`config.mk`:
```
export PLATFORM = sky130hd
export DESIGN_NAME = multisim_apb_arbiter_flat
export DESIGN_NICKNAME = d
export VERILOG_FILES = /design/src/rtl/multisim_apb_pkg.sv /design/src/rtl/multisim_apb_arbiter_if.sv /design/src/rtl/multisim_rr_arbiter.sv /design/src/rtl/multisim_apb_arbiter.sv /design/src/flat_wrapper.sv
export SDC_FILE = /design/constraint.sdc
export NUM_CORES = 1
export LEC_CHECK = 0
export ABC_AREA = 1
export ABC_CLOCK_PERIOD_IN_PS = 2200
export BUFFER_PORTS_ARGS = -buffer_cell sky130_fd_sc_hd__buf_2
export CAP_MARGIN = 15
export CORE_AREA = 10 10 121 123
export DETAILED_ROUTE_END_ITERATION = 10
export DIE_AREA = 0 0 131 133
export GPL_TIMING_DRIVEN = 0
export PLACE_DENSITY_LB_ADDON = 0.2
export SLEW_MARGIN = 30
export SYNTH_ARGS = -nofsm -noshare
export SYNTH_HDL_FRONTEND = slang
export SYNTH_HIERARCHICAL = 1
export SYNTH_SLANG_ARGS = --single-unit
```
`constraint.sdc`:
```
create_clock -name clk -period 2.2 [get_ports clk]
set_input_delay 0.22 -clock clk [delete_from_list [all_inputs] [get_ports clk]]
set_output_delay 0.22 -clock clk [all_outputs]
set_load 0.01 [all_outputs]
```
`src/rtl/multisim_apb_pkg.sv`:
```
// Shared APB types for the multisim push path: FSM states, default request/response structs, ring-index helper.
// Latency: none; types and pure functions only.
// Backpressure: none; no handshake lives here.
package multisim_apb_pkg;

    localparam int APB_AW = 32;
    localparam int APB_DW = 32;
    localparam int APB_SW = APB_DW / 8;

    // Downstream transfer phases, also used by the APB push client.
    typedef enum logic [1:0] {
        IDLE   = 2'd0,
        SETUP  = 2'd1,
        ACCESS = 2'd2
    } apb_state_t;

    typedef struct packed {
        logic [APB_AW-1:0] paddr;
        logic              pwrite;
        logic [APB_DW-1:0] pwdata;
        logic [APB_SW-1:0] pstrb;
        logic [2:0]        pprot;
    } msim_apb_req_t;

    typedef struct packed {
        logic [APB_DW-1:0] prdata;
        logic              pslverr;
    } msim_apb_resp_t;

    // (base + off) mod n, for base < n and off < n: one conditional subtract.
    function automatic int unsigned rr_wrap(int unsigned base, int unsigned off, int unsigned n);
        int unsigned s;
        s = base + off;
        return (s >= n) ? (s - n) : s;
    endfunction

endpackage

```
`src/rtl/multisim_apb_arbiter_if.sv`:
```
// Bundle of the N upstream APB manager ports and the single downstream port of the arbiter.
// Latency: wires only.
// Backpressure: carried by the pready signals; slave = arbiter view, master = environment view.
interface multisim_apb_arbiter_if #(
    parameter int  N_PORTS = 2,
    parameter type req_t   = multisim_apb_pkg::msim_apb_req_t,
    parameter type resp_t  = multisim_apb_pkg::msim_apb_resp_t
);
    // upstream side
    req_t               i_apb_s_req [N_PORTS];
    logic [N_PORTS-1:0] i_apb_s_psel;
    logic [N_PORTS-1:0] i_apb_s_penable;
    resp_t              o_apb_s_resp [N_PORTS];
    logic [N_PORTS-1:0] o_apb_s_pready;
    // downstream side
    req_t               o_apb_m_req;
    logic               o_apb_m_psel;
    logic               o_apb_m_penable;
    resp_t              i_apb_m_resp;
    logic               i_apb_m_pready;

    modport slave (
        input  i_apb_s_req, i_apb_s_psel, i_apb_s_penable, i_apb_m_resp, i_apb_m_pready,
        output o_apb_s_resp, o_apb_s_pready, o_apb_m_req, o_apb_m_psel, o_apb_m_penable
    );

    modport master (
        output i_apb_s_req, i_apb_s_psel, i_apb_s_penable, i_apb_m_resp, i_apb_m_pready,
        input  o_apb_s_resp, o_apb_s_pready, o_apb_m_req, o_apb_m_psel, o_apb_m_penable
    );

endinterface

```
`src/rtl/multisim_rr_arbiter.sv`:
```
// Round-robin pick: first set request bit searching from ptr upward, wrapping at N_PORTS.
// Latency: purely combinational.
// Backpressure: none; the caller decides when to consume the pick.
module multisim_rr_arbiter
    import multisim_apb_pkg::*;
#(
    parameter int N_PORTS = 2
) (
    input  logic [N_PORTS-1:0]         req_vec,
    input  logic [$clog2(N_PORTS)-1:0] ptr,
    output logic [N_PORTS-1:0]         win_oh,
    output logic [$clog2(N_PORTS)-1:0] win_idx,
    output logic                       win_vld
);

    localparam int IDX_W = $clog2(N_PORTS);

    logic [IDX_W-1:0] cand;

    // Walk the ring from ptr; the first requester seen wins, later ones are ignored.
    always_comb begin
        win_oh  = '0;
        win_idx = '0;
        win_vld = 1'b0;
        cand    = '0;
        for (int i = 0; i < N_PORTS; i++) begin
            cand = IDX_W'(rr_wrap(32'(ptr), i, N_PORTS));
            if (!win_vld && req_vec[cand]) begin
                win_vld       = 1'b1;
                win_oh[cand]  = 1'b1;
                win_idx       = cand;
            end
        end
    end

endmodule

```
`src/rtl/multisim_apb_arbiter.sv`:
```
// N-to-1 APB arbiter in front of the multisim push client; round-robin, one downstream transfer at a time.
// Latency: psel seen in IDLE at T -> SETUP at T+1, ACCESS from T+2; completion pready passes through combinationally.
// Backpressure: losing ports wait with pready=0; ACCESS holds until downstream pready, then one IDLE bubble.
module multisim_apb_arbiter
    import multisim_apb_pkg::*;
#(
    parameter int  N_PORTS    = 2,    // 2..16
    parameter type apb_req_t  = multisim_apb_pkg::msim_apb_req_t,
    parameter type apb_resp_t = multisim_apb_pkg::msim_apb_resp_t
) (
    input  logic                       clk,
    input  logic                       rst_n,
    multisim_apb_arbiter_if.slave      bus,
    output logic [$clog2(N_PORTS)-1:0] o_grant_idx,
    output logic                       o_busy
);

    localparam int IDX_W = $clog2(N_PORTS);

    apb_state_t       state_q;
    apb_state_t       state_d;
    logic [IDX_W-1:0] grant_q;
    logic [IDX_W-1:0] rr_ptr_q;
    logic [N_PORTS-1:0] win_oh;
    logic [IDX_W-1:0] win_idx;
    logic             win_vld;
    apb_req_t         m_req_sel;

    multisim_rr_arbiter #(
        .N_PORTS (N_PORTS)
    ) u_rr (
        .req_vec (bus.i_apb_s_psel),
        .ptr     (rr_ptr_q),
        .win_oh  (win_oh),
        .win_idx (win_idx),
        .win_vld (win_vld)
    );

    // State register; reset aborts any transfer in flight.
    always_ff @(posedge clk or negedge rst_n) begin
        if (!rst_n) begin
            state_q <= IDLE;
        end else begin
            state_q <= state_d;
        end
    end

    // Grant and pointer only move when a new transfer is accepted, so the grant stays locked through ACCESS.
    always_ff @(posedge clk or negedge rst_n) begin
        if (!rst_n) begin
            grant_q  <= '0;
            rr_ptr_q <= '0;
        end else if (state_q == IDLE && win_vld) begin
            grant_q  <= win_idx;
            rr_ptr_q <= IDX_W'(rr_wrap(32'(win_idx), 1, N_PORTS));
        end
    end

    // Next state: accept in IDLE, single SETUP cycle, hold ACCESS until downstream ready.
    always_comb begin
        state_d = state_q;
        case (state_q)
            IDLE:    if (win_vld) state_d = SETUP;
            SETUP:   state_d = ACCESS;
            ACCESS:  if (bus.i_apb_m_pready) state_d = IDLE;
            default: state_d = IDLE;
        endcase
    end

    // Outputs: downstream phase signals, request mux, and response/ready steering to the granted port.
    // A granted port that has dropped psel gets neither response nor ready (its response is discarded).
    always_comb begin
        bus.o_apb_m_psel    = 1'b0;
        bus.o_apb_m_penable = 1'b0;
        bus.o_apb_s_pready  = '0;
        m_req_sel           = apb_req_t'('0);
        for (int k = 0; k < N_PORTS; k++) begin
            bus.o_apb_s_resp[k] = apb_resp_t'('0);
        end
        case (state_q)
            SETUP: begin
                bus.o_apb_m_psel = 1'b1;
                m_req_sel        = bus.i_apb_s_req[grant_q];
            end
            ACCESS: begin
                bus.o_apb_m_psel    = 1'b1;
                bus.o_apb_m_penable = 1'b1;
                m_req_sel           = bus.i_apb_s_req[grant_q];
            end
            default: ;
        endcase
        for (int k = 0; k < N_PORTS; k++) begin
            if (state_q != IDLE && grant_q == IDX_W'(k) && bus.i_apb_s_psel[k]) begin
                bus.o_apb_s_resp[k]   = bus.i_apb_m_resp;
                bus.o_apb_s_pready[k] = (state_q == ACCESS) && bus.i_apb_m_pready;
            end
        end
        bus.o_apb_m_req = m_req_sel;
    end

    assign o_grant_idx = grant_q;
    assign o_busy      = (state_q != IDLE);

`ifndef SYNTHESIS
    // Protocol checks for simulation.
    a_pready_onehot: assert property (@(posedge clk) disable iff (!rst_n)
        $onehot0(bus.o_apb_s_pready));
    a_setup_one_cycle: assert property (@(posedge clk) disable iff (!rst_n)
        (state_q == SETUP) |=> (state_q == ACCESS));
    a_m_req_stable: assert property (@(posedge clk) disable iff (!rst_n)
        (state_q == ACCESS && $past(state_q) != IDLE && bus.i_apb_s_psel[grant_q])
        |-> (bus.o_apb_m_req == $past(bus.o_apb_m_req)));
    a_penable_needs_psel: assert property (@(posedge clk) disable iff (!rst_n)
        ((bus.i_apb_s_penable & ~bus.i_apb_s_psel) == '0));
    a_pick_consistent: assert property (@(posedge clk) disable iff (!rst_n)
        win_vld |-> ($onehot(win_oh) && win_oh[win_idx]));
`endif

endmodule

```
`src/flat_wrapper.sv`:
```
// flat-port wrapper written by rule: the top's interface ports become plain ports
module multisim_apb_arbiter_flat import multisim_apb_pkg::*;
#(
    parameter int  N_PORTS    = 2,            
    parameter type apb_req_t  = multisim_apb_pkg::msim_apb_req_t,
    parameter type apb_resp_t = multisim_apb_pkg::msim_apb_resp_t
)
  (clk, rst_n, o_grant_idx, o_busy, bus_i_apb_s_req, bus_i_apb_s_psel, bus_i_apb_s_penable, bus_i_apb_m_resp, bus_i_apb_m_pready, bus_o_apb_s_resp, bus_o_apb_s_pready, bus_o_apb_m_req, bus_o_apb_m_psel, bus_o_apb_m_penable);
  multisim_apb_arbiter_if #(.N_PORTS(N_PORTS), .req_t(msim_apb_req_t), .resp_t(msim_apb_resp_t)) bus_i ();
  input  logic clk;
  input  logic rst_n;
  output logic [$clog2(N_PORTS)-1:0] o_grant_idx;
  output logic o_busy;
  input wire logic [$bits(bus_i.i_apb_s_req)-1:0] bus_i_apb_s_req;
  input wire logic [$bits(bus_i.i_apb_s_psel)-1:0] bus_i_apb_s_psel;
  input wire logic [$bits(bus_i.i_apb_s_penable)-1:0] bus_i_apb_s_penable;
  input wire logic [$bits(bus_i.i_apb_m_resp)-1:0] bus_i_apb_m_resp;
  input wire logic [$bits(bus_i.i_apb_m_pready)-1:0] bus_i_apb_m_pready;
  output wire logic [$bits(bus_i.o_apb_s_resp)-1:0] bus_o_apb_s_resp;
  output wire logic [$bits(bus_i.o_apb_s_pready)-1:0] bus_o_apb_s_pready;
  output wire logic [$bits(bus_i.o_apb_m_req)-1:0] bus_o_apb_m_req;
  output wire logic [$bits(bus_i.o_apb_m_psel)-1:0] bus_o_apb_m_psel;
  output wire logic [$bits(bus_i.o_apb_m_penable)-1:0] bus_o_apb_m_penable;
  assign bus_i.i_apb_s_req = {>>{bus_i_apb_s_req}};
  assign bus_i.i_apb_s_psel = bus_i_apb_s_psel;
  assign bus_i.i_apb_s_penable = bus_i_apb_s_penable;
  assign bus_i.i_apb_m_resp = bus_i_apb_m_resp;
  assign bus_i.i_apb_m_pready = bus_i_apb_m_pready;
  assign bus_o_apb_s_resp = {>>{bus_i.o_apb_s_resp}};
  assign bus_o_apb_s_pready = bus_i.o_apb_s_pready;
  assign bus_o_apb_m_req = bus_i.o_apb_m_req;
  assign bus_o_apb_m_psel = bus_i.o_apb_m_psel;
  assign bus_o_apb_m_penable = bus_i.o_apb_m_penable;
  multisim_apb_arbiter #(.N_PORTS(N_PORTS), .apb_req_t(apb_req_t), .apb_resp_t(apb_resp_t)) u_core (.clk(clk), .rst_n(rst_n), .bus(bus_i), .o_grant_idx(o_grant_idx), .o_busy(o_busy));
endmodule
```
Word-level counts from Yosys, hierarchy flattened

Cells that the tools add are included.

Bits in registers: 4
Latch bits: 0
Bits in writable memories: 0
Bits in read-only memories: 0
Input bits: 184
Output and inout port bits: 144
Logic and storage cells: 56
Memories: 0

Add/sub/neg operators: 5
Multipliers: 0
Div/mod/pow operators: 0
Order comparisons: 6
Equal/unequal tests: 4
Shift operators: 0
Multiplexer cells: 24
Bitwise logic cells: 2
Reductions and logical operators: 12

Operator list:

| operator              | number |
|---|---|
| $mux W72              | 4 |
| $mux W33              | 2 |
| $mux W1               | 15 |
| $logic_and A1 B1 Y1   | 7 |
| $ge A2 B2 Y1 const B  | 3 |
| $pmux W2 S3           | 1 |
| $add A1 B1 Y2 const B | 2 |
| $lt A1 B2 Y1 const B  | 2 |
| $mux W2               | 2 |
| $sub A1 B1 Y1 const B | 3 |
| $eq A2 B1 Y1 const B  | 1 |
| $eq A2 B2 Y1 const B  | 1 |
| $ge A1 B2 Y1 const B  | 1 |
| $logic_not A2 Y1      | 1 |
| $ne A2 B1 Y1 const B  | 1 |
| $ne A2 B2 Y1 const B  | 1 |
| $not A1 Y2            | 1 |
| $reduce_and A2 Y1     | 1 |
| $reduce_bool A2 Y1    | 1 |
| $reduce_or A2 Y1      | 1 |
| $logic_not A1 Y1      | 1 |
| $not A1 Y1            | 1 |

Depth between registers and ports, before layout

Gate-level depths: netlist of the first run.

Depth in word-level cells: 11
Depth in mapped cells: 7
Gate-level depth less buffers: 7

Cells and area by module

Netlist of the first run, hierarchy kept.

Modules (own cells, without submodules):

| module               | instances | cells an instance | area an instance (um^2) | sequential area each (um^2) |
|---|---|---|---|---|
| multisim_apb_arbiter | 1         | 378               | 1769.2                  | 100.1 |
| multisim_rr_arbiter  | 1         | 7                 | 30.0                    | 0.0 |

Worst setup path after synthesis of the first run

No wires, ideal clock.

Path kind: register to output
From: register u_core.state_q[0]
To: output bus_o_apb_m_req[0]
Data arrival time: 1421 ps
Data required time: 1980 ps
Path slack: 559 ps
Stages on the path, launching flop included: 7
Buffers on the path: 2
Path through: dfrtp_1 -> inv_1 -> ha_1 -> clkbuf_2 -> clkbuf_1 -> o21ai_0 -> nor2_1

Cells in the longest elaborated chain, start to end: 3
Elaborated cells on any way between the ends: 4
Those cells by class: eq/ne: 2; mux: 1; reduce/logical: 1

RTL lines:

| what                                         | RTL line                   | text |
|---|---|---|
| start: declaration                           | multisim_apb_arbiter.sv:20 | `apb_state_t state_q;` |
| start signal: assignment                     | multisim_apb_arbiter.sv:44 | `state_q <= state_d;` |
| $eq A2 B1 Y1 or $eq A2 B2 Y1 (tied branches) | multisim_apb_arbiter.sv:80 | `case (state_q)` |
| $reduce_or A2 Y1 (no source line) (*)        | n/a                        |  |
| $mux W72 (*)                                 | n/a                        |  |
| end: declaration                             | flat_wrapper.sv:21         | `output wire logic [$bits(bus_i.o_apb_m_req)-1:0] bus_o_apb_m_req;` |

Mark *: on every way between the ends. The rest lies on a longest branch, timed or not.

Final worst setup path of the first run

From: register u_core.state_q[0]
To: output bus_o_apb_m_req[42]

The elaborated chain is that of the path after synthesis.

==> summary.md, run 1 <==
| Metric | Value |
|---|---|
| Crit start category | `register` |
| Mapped Area | `0.00179 mm2` |
| Worst reg-to-reg setup slack | `around 1.0 ns` |
| Vias post-DR | `3400` |
| Routed Wire Length | `approximately 13000 um` |
| # fillers | `~1500` |
| Crit path arrival time | `1.77 ns` |
| Fin. Hold Viols | `0` |
| RR Startpoint | `u_core/o_grant_idx` |
| Worst path depth | `7` |
| Leak | `2.49 nW` |
| RSZ-0062 raised after global routing | `false` |
| Worst-path clk slew | `0.03 ns` |
| GRT overflow | `0` |
| CTS tree | `built` |
| Drt first pass iters | `5` |
| Fin crit period | `between 1.5 and 2 ns` |
| Power density over the cells | `roughly 1400 mW/mm2` |
| Crit-path cells | `inv_1, ha_1, clkbuf_4, clkbuf_4, o21ai_0, nor2_1, buf_2` |
| Final setup fails | `0` |
| Status | `finished clean` |
| Detail Route Antenna Nets | `0` |
| Rows | `41` |
| Initial Util | `between 10 and 15%` |
| First-pass GRT wire length | `approximately 18000 um` |
| Via-to-Cell Ratio | `a little under 4` |
| WS Path Type | `register to output port` |
| Critical Path Max Stage Delay | `0.36 ns` |
| CP endpoint | `bus_o_apb_m_req[42]` |
| WL/cell | `~15 um` |
| Total design power | `5.04 mW` |
| Number of global-route vias before repair | `around 3400` |
| Worst reg-to-reg path cell count | `5` |
| Fraction of layout instances using a drive strength above 1 | `between 50 and 60%` |
| Slowest cell on the critical path | `dfrtp_1` |
| GPL Wtd Cong | `0.797` |
| Area of the multi-input gates | `roughly 0.0013 mm2` |
| Num CTS Buffers | `3` |
| Overall Global Routing Usage | `13.2%` |
| Synthesized Nets | `571` |
| Dpl hpwl | `~11000 um` |
| Die H | `roughly 130 um` |
| Slew margin rel. | `approximately 76%` |
| Cells after Synth | `approximately 380` |
| Crit end category | `output port` |
| Register Area | `approximately 100 um2` |
| Initial antenna violation count | `2` |
| Worst r2r dst | `u_core/o_grant_idx` |
| I/O pin count | `about 330` |
| Synth-to-Final Area Change | `108%` |
| N_diodes | `0` |
| Clk root buf | `clkbuf_16` |
| H-tree levels | `1` |
| Clock Skews | `between 0.0002 and 0.00025 ns` |
| Core area | `about 0.012 mm2` |
| Fin crit share | `between 90% and 100%` |
| Remaining DRCs | `0` |
| Required @ worst endpoint | `1.98 ns` |
| Nets@finish | `902` |
| Die area | `roughly 0.017 mm2` |
| Horiz. Die Dim | `~130 um` |
| Skew-Pair Late Insertion Delay | `0.22 ns` |
| Syn Area/Cell | `about 4.7 um2` |
| CP top delay family | `buffers and inverters` |
| Initial DRC Count | `approximately 120` |
| HP Class | `input pin to asynchronous set/reset pin` |
| Crit path buffers/inverters | `4` |
| Peak Freq | `between 500 and 600 MHz` |
| PortBufs | `between 300 and 400` |
| Clock tree buffer depth | `2` |
| Largest net degree at the start of global routing | `11` |
| Total Neg Setup Slack | `0 ns` |
| Synth warn | `6` |
| Crit Path Max Fanout | `10` |
| Crit path top cell by count | `clkbuf_4` |
| Clk sinks | `4` |
| Worst Setup SP | `u_core/state_q[0]` |
| Max-slew violation count | `0` |
| Peak supply drop | `between 0.0005 and 0.0006 V` |
| Worst-Margin Slew | `about 0.37 ns` |
| Max_cap viols | `0` |
-- power by group --
group          internal [mW]  switching, mW
registers              0.111         0.0307
clock network          0.232         0.0474
logic                   1.78           2.84
-- cell type report --
cell class | instances | area share (%)
Buffer | 30 | 5.84
Clock buffer | 3 | 2.01
Multi-Input combinational cell | 307 | 35.5
Timing Repair Buffer | 326 | 43.9
Inverter | 42 | 4.29
Sequential cell | 4 | 2.68
Tap cell | 172 | 5.77
-- state kept, by name, indices dropped and copies added, names as in the netlist --
signal / cells
u_core/rr_ptr_q: 1
u_core/state_q: 2
u_core/o_grant_idx: 1
-- how the worst min path moves through the flow --
| stage | startpoint | end | slack (ns) | cells past startpoint |
|---|---|---|---|---|
| after floorplan | rst_n | u_core/o_grant_idx | -0.08 | 0 |
| after global placement | rst_n | u_core/state_q[1] | 0.03 | 1 |
| final | rst_n | u_core/o_grant_idx | 0.34 | 2 |
| after global routing | rst_n | u_core/state_q[1] | 0.35 | 2 |
| after CTS | rst_n | u_core/state_q[1] | 0.36 | 2 |
| after detailed placement | rst_n | u_core/state_q[1] | 0.03 | 1 |
-- per-stage QoR --
stage / cells / util, % / worst slack, ns / area (um2) / hold slack, ns
after floorplan: 383 / - / 0.559 / 1790 / -0.0756
after global placement: 880 / 29.4 / 0.101 / 3630 / 0.0284
after detailed placement: 880 / 29.4 / 0.114 / 3630 / 0.0267
after CTS: 884 / 30.1 / 0.00383 / 3720 / 0.360
after global routing: 884 / 30.2 / 0.00260 / 3730 / 0.345
final: 884 / 30.2 / 0.214 / 3730 / 0.337
-- cells in the final DEF, fill, tap and decap left out --
cell and count:
a21oi_1 1, a21oi_2 1, buf_2 331, buf_6 7, buf_8 2, clkbuf_1 1
clkbuf_16 3, clkbuf_2 12, clkbuf_4 2, dfrtp_1 4, dlygate4sd3_1 1, ha_1 4
inv_1 41, inv_4 1, nand2_1 11, nand3_1 2, nand3_2 2, nor2_1 203
nor2_2 10, o21ai_0 73
-- layer usage --
layer  vias to the layer above  global-route usage [%]  wire length, um
met4                         4                    1.55               48
met2                       194                    24.9             6440
met1                      1375                    12.9             4510
met3                         9                    6.23             1880
li1                       1818                       -                -
met5                         -                       0               31
-- what timing repair did --
item,in CTS,in global routing
setup endpoints to repair,46,54
endpoints found under the hold margin,4,0
hold buffers,1,0
gates resized for setup,6,6
setup buffers,0,0
(Power assumes the default switching activity.)
==> run 2: changes to the inputs <==
==> constraint.sdc (replaced) <==
create_clock -name clk -period 2.2 [get_ports clk]
set_input_delay 0.22 -clock clk [delete_from_list [all_inputs] [get_ports clk]]
set_output_delay 0.22 -clock clk [all_outputs]
set_load 0.05 [all_outputs]
==> summary.md, run 2 (synthesized netlist as in run 1, its figures left out) <==
| Metric | Value |
|---|---|
| WL/cell | `15.5 um (was 14.6 um)` |
| Commonest non-fill, non-tap cells in the layout | `buf_2 (226), nor2_1 (133), o21ai_0 (69), nor2_4 (69), buf_4 (58) (was buf_2 (331), nor2_1 (203), o21ai_0 (73), inv_1 (41), clkbuf_2 (12))` |
| Clk root buf | `clkbuf_16 (unchanged)` |
| Num CTS Buffers | `3 (unchanged)` |
| Fraction of layout instances using a drive strength above 1 | `61.9% (was 52.1%)` |
| WHS | `0.358 ns (was 0.337 ns)` |
| Number of global-route vias before repair | `3952 (was 3363)` |
| Peak Freq | `489 MHz (was 504 MHz)` |
| Die area | `0.0174 mm2 (unchanged)` |
| Worst-path clk slew | `0.03 ns (about the same)` |
| Clk sinks | `4 (unchanged)` |
| Initial DRC Count | `104 (was 123)` |
| Fin. Hold Viols | `0 (unchanged)` |
| Worst r2r dst | `u_core/state_q[1] (was u_core/o_grant_idx)` |
| GRT overflow | `0 (unchanged)` |
| Fin crit share | `93.0% (was 90.3%)` |
| Worst Setup SP | `u_core/state_q[0] (unchanged)` |
| HP Class | `input pin to asynchronous set/reset pin (unchanged)` |
| RR Startpoint | `u_core/state_q[0] (was u_core/o_grant_idx)` |
| GPL Wtd Cong | `0.872 (was 0.797)` |
| Detail Route Antenna Nets | `0 (unchanged)` |
| H-tree levels | `1 (unchanged)` |
| RSZ-0062 raised after global routing | `true (was false)` |
| Commonest non-fill, non-tap cell in the layout | `buf_2 (unchanged)` |
| Routed Wire Length | `13700 um (was 12900 um)` |
| Crit end category | `output port (unchanged)` |
| PortBufs | `325 (unchanged)` |
| Largest net degree at the start of global routing | `11 (unchanged)` |
| Total Neg Setup Slack | `0 ns (unchanged)` |
| Drt first pass iters | `6 (was 5)` |
| Clock tree buffer depth | `2 (unchanged)` |
| Worst reg-to-reg path cell count | `6 (was 5)` |
| Die H | `133 um (unchanged)` |
| Vias post-DR | `3618 (was 3400)` |
| # fillers | `1318 (was 1481)` |
| Status | `finished clean (unchanged)` |
| Dpl hpwl | `12100 um (was 11400 um)` |
| Worst reg-to-reg setup slack | `1.08 ns (was 1.04 ns)` |
| Initial Util | `14.5% (unchanged)` |
| Overall Global Routing Usage | `14.0% (was 13.2%)` |
| Horiz. Die Dim | `131 um (unchanged)` |
| WS Path Type | `register to output port (unchanged)` |
| Crit Path Max Fanout | `10 (unchanged)` |
| Clock Skews | `0.0000624 ns (was 0.000222 ns)` |
| Remaining DRCs | `0 (unchanged)` |
| Final setup fails | `0 (unchanged)` |
| Rows | `41 (unchanged)` |
| Crit start category | `register (unchanged)` |
| First-pass GRT wire length | `19800 um (was 18400 um)` |
| Core area | `0.0124 mm2 (unchanged)` |
| Most flops, register | `u_core/state_q (unchanged)` |
| Initial antenna violation count | `1 (was 2)` |
| Via-to-Cell Ratio | `4.09 (was 3.85)` |
| CTS tree | `built (unchanged)` |
| Synth-to-Final Area Change | `154% (was 108%)` |
| Worst-Margin Slew | `0.403 ns (was 0.367 ns)` |
| Largest register FFs | `2 (unchanged)` |
| Nets@finish | `902 (unchanged)` |
| Skew-Pair Late Insertion Delay | `0.22 ns (about the same)` |
| Slew margin rel. | `72.8% (was 75.5%)` |
| I/O pin count | `328 (unchanged)` |
| Max_cap viols | `0 (unchanged)` |
| Crit path arrival time | `1.83 ns (was 1.77 ns)` |
| Required @ worst endpoint | `1.98 ns (about the same)` |
| Max-slew violation count | `0 (unchanged)` |
| Fin crit period | `2.05 ns (was 1.99 ns)` |
## run 2: worst max-delay path by stage
stage	to	slack [ns]	cells after the start
finish	bus_o_apb_s_resp[63]	0.15	7
CTS	bus_o_apb_m_req[63]	0.0009	7
detailed placement	bus_o_apb_m_req[53]	-0.06	7
global route	bus_o_apb_s_resp[23]	-0.02	7
global placement	bus_o_apb_m_req[53]	-0.005	7
floorplan	bus_o_apb_s_resp[35]	-0.08	6
## run 2: final cells by class
class	count	area, um2	area share [%]
timing repair buffer	326	1900	41.9
multi-input combinational	307	1850	40.7
buffer	30	239	5.27
tap	172	215	4.74
inverter	42	160	3.53
sequential	4	100	2.21
clock buffer	3	75.1	1.65
antenna	1	2.50	0.0551
## run 2: routing by layer
metal | global-route usage (%) | up-vias | share of wire (%)
met5 | 0 | - | 0
met1 | 11.8 | 1582 | 30
met3 | 6.31 | 8 | 14
li1 | - | 1825 | -
met4 | 2.47 | 0 | 0.96
met2 | 28.5 | 203 | 54
## run 2: metrics by stage
stage	cells	setup WS (ns)	area, um2	util (%)
2_1_floorplan	383	-0.0791	2310	-
3_3_place_gp	880	-0.00468	4150	33.6
3_5_place_dp	880	-0.0575	4150	33.6
4_1_cts	884	0.000859	4380	35.5
5_1_grt	885	-0.0226	4540	36.7
6_report	885	0.155	4540	36.7
## run 2: worst max-delay path: stages, from the launching register on
cell and delay [ns]:
dfrtp_1 0.36, inv_1 0.08, ha_1 0.23, inv_1 0.13, nand3_2 0.18, clkbuf_4 0.24
nor2_1 0.11, buf_2 0.27
## run 2: timing repair
action | 4_1_cts | 5_1_grt
endpoints found under the hold margin | 4 | 0
hold buffers | 1 | 0
setup buffers | 0 | 0
pin swaps | 0 | 0
setup endpoints to repair | 70 | 105
resized for setup | 62 | 77
cloned | 0 | 0
Power of run 2 is left out: the tool's default activity adds up to more than one toggle a clock period on the data nets, which glitch-free logic cannot reach.
==> run 3: changes to the inputs <==
ABC_AREA = not set   (was 1)
BUFFER_PORTS_ARGS = not set   (was -buffer_cell sky130_fd_sc_hd__buf_2)
CAP_MARGIN = 20   (was 15)
CORE_AREA = 10 10 120 122   (was 10 10 121 123)
DIE_AREA = 0 0 130 132   (was 0 0 131 133)
DONT_BUFFER_PORTS = 1   (was not set)
==> summary.md, run 3 <==
| Metric | Value |
|---|---|
| Syn Area/Cell | `7.86 um2 (was 4.67 um2)` |
| Worst hold stages | `2` |
| Status | `finished clean (unchanged)` |
| Routed Wire Length | `10900 um (was 13700 um)` |
| Dpl hpwl | `9960 um (was 12100 um)` |
| Hold path startpoint | `bus_i_apb_s_psel[0]` |
| Crit Path Max Fanout | `10 (unchanged)` |
| Worst path depth | `6 (was 7)` |
| Overall Global Routing Usage | `11.2% (was 14.0%)` |
| Number of global-route vias before repair | `2256 (was 3952)` |
| Synth-to-Final Area Change | `47.5% (was 154%)` |
| Drt first pass iters | `4 (was 6)` |
| Initial Util | `17.0% (was 14.5%)` |
| Required @ worst endpoint | `1.98 ns (about the same)` |
| Worst-Margin Slew | `0.620 ns (was 0.403 ns)` |
| Nets@finish | `452 (was 902)` |
| Largest register FFs | `2 (unchanged)` |
| Commonest non-fill, non-tap cells in the layout | `mux2i_1 (72), nor2b_4 (70), and2_2 (30), and2_4 (30), clkbuf_2 (9) (was buf_2 (226), nor2_1 (133), o21ai_0 (69), nor2_4 (69), buf_4 (58))` |
| Initial DRC Count | `14 (was 104)` |
| Initial antenna violation count | `0 (was 1)` |
| Max_cap viols | `0 (unchanged)` |
| GPL Wtd Cong | `0.725 (was 0.872)` |
| First-pass GRT wire length | `14800 um (was 19800 um)` |
| Clock tree buffer depth | `2 (unchanged)` |
| Synth warn | `6 (unchanged)` |
| Remaining DRCs | `0 (unchanged)` |
| Mapped Area | `0.00203 mm2 (was 0.00179 mm2)` |
| WHS | `0.248 ns (was 0.358 ns)` |
| Crit start category | `register (unchanged)` |
| Fin crit period | `2.14 ns (was 2.05 ns)` |
| Worst r2r dst | `u_core/state_q[1] (unchanged)` |
| Fin crit share | `97.2% (was 93.0%)` |
| WL/cell | `26.7 um (was 15.5 um)` |
| Critical Path Max Stage Delay | `0.39 ns (was 0.36 ns)` |
| Clock Skews | `0.00141 ns (was 0.0000624 ns)` |
| Detail Route Antenna Nets | `0 (unchanged)` |
| Crit path buffers/inverters | `3 (was 4)` |
| Synthesized Nets | `446 (was 571)` |
| WS Path Type | `register to output port (unchanged)` |
| Core area | `0.0119 mm2 (was 0.0124 mm2)` |
| N_diodes | `0 (was 1)` |
| Clk sinks | `4 (unchanged)` |
| Vias post-DR | `1875 (was 3618)` |
| Via-to-Cell Ratio | `4.58 (was 4.09)` |
| Final setup fails | `0 (unchanged)` |
| Horiz. Die Dim | `130 um (was 131 um)` |
| # fillers | `1265 (was 1318)` |
| Slowest cell on the critical path | `dfrtp_1 (unchanged)` |
| Hold endpoint | `u_core/rr_ptr_q` |
| Crit end category | `output port (unchanged)` |
| Rows | `40 (was 41)` |
| Most flops, register | `u_core/state_q (unchanged)` |
| I/O pin count | `328 (unchanged)` |
| Slew margin rel. | `58.7% (was 72.8%)` |
| Final Worst Setup Slack | `0.0621 ns (was 0.155 ns)` |
| Die H | `132 um (was 133 um)` |
| H-tree levels | `1 (unchanged)` |
| Worst reg-to-reg path cell count | `5 (was 6)` |
| Largest net degree at the start of global routing | `11 (unchanged)` |
| RR Startpoint | `u_core/state_q[0] (unchanged)` |
| Peak Freq | `468 MHz (was 489 MHz)` |
| Clk root buf | `clkbuf_16 (unchanged)` |
| Max-slew violation count | `0 (unchanged)` |
| Worst-path clk slew | `0.03 ns (about the same)` |
| Post-route cell area | `0.00299 mm2 (was 0.00454 mm2)` |
| Skew-Pair Late Insertion Delay | `0.22 ns (about the same)` |
| GRT overflow | `0 (unchanged)` |
| CTS tree | `built (unchanged)` |
| Worst reg-to-reg setup slack | `0.35 ns (was 1.08 ns)` |
| Fraction of layout instances using a drive strength above 1 | `63.7% (was 61.9%)` |
| Num CTS Buffers | `3 (unchanged)` |
| Cells after Synth | `258 (was 383)` |
| Area after DPL | `0.00239 mm2 (was 0.00415 mm2)` |
| Crit path arrival time | `1.92 ns (was 1.83 ns)` |
| RSZ-0062 raised after global routing | `false (was true)` |
| PortBufs | `0 (was 325)` |
| Die area | `0.0172 mm2 (was 0.0174 mm2)` |
| Commonest non-fill, non-tap cell in the layout | `mux2i_1 (was buf_2)` |
| HP Class | `input pin to register (was input pin to asynchronous set/reset pin)` |
| CP top delay family | `buffers and inverters (unchanged)` |
| Setup WS pre-CTS | `-0.676 ns (was -0.0575 ns)` |
| Crit-path cells | `inv_2, ha_4, clkinvlp_4, and3_4, clkbuf_2, and2_4 (was inv_1, ha_1, inv_1, nand3_2, clkbuf_4, nor2_1, buf_2)` |
| Postcts setup bufs | `0 (unchanged)` |
| Fin. Hold Viols | `0 (unchanged)` |
-- run 3: what timing repair did --
item / in CTS / in global routing
hold buffers: 1 / 0
hold endpoints to repair: 4 / 0
gates resized for setup: 174 / 9
endpoints found under the setup margin: 136 / 123
pin swaps: 0 / 19
-- run 3: how the worst max path moves through the flow --
stage,start,to,slack [ns]
6_report,u_core/state_q[0],bus_o_apb_s_resp[31],0.06
5_1_grt,u_core/state_q[1],bus_o_apb_s_resp[31],0.0008
4_1_cts,u_core/state_q[0],bus_o_apb_s_resp[9],-0.07
3_5_place_dp,u_core/state_q[0],bus_o_apb_m_req[44],-0.68
3_3_place_gp,u_core/state_q[0],bus_o_apb_m_req[46],-0.55
2_1_floorplan,u_core/state_q[0],bus_o_apb_m_req[0],0.02
-- run 3: final cells by class --
cell class	instances	area (um2)	share of cell area, %
buffer	22	198	6.61
clock buffer	3	75.1	2.51
inverter	5	22.5	0.753
multi-input combinational	227	2400	80.2
sequential	4	101	3.39
tap	147	184	6.15
timing repair buffer	1	10.0	0.335
-- run 3: routing by layer --
| metal | vias up | share of wire (%) | wire length, um | track usage (%) |
|---|---|---|---|---|
| li1 | 843 | - | - | - |
| met1 | 837 | 28 | 3050 | 8.62 |
| met2 | 193 | 58 | 6280 | 24.0 |
| met3 | 2 | 14 | 1550 | 4.99 |
| met4 | 0 | 0.34 | 37 | 1.69 |
| met5 | - | 0 | 0 | 0 |
-- run 3: through the flow --
step | TNS (ns) | util (%) | instances
global placement | -34.76 | 20.1 | 405
floorplan | 0 | - | 258
global route | 0 | 25.1 | 409
CTS | -0.220 | 25.0 | 409
finish | 0 | 25.1 | 409
detailed placement | -43.63 | 20.1 | 405
Power of run 3 is left out for the same reason.
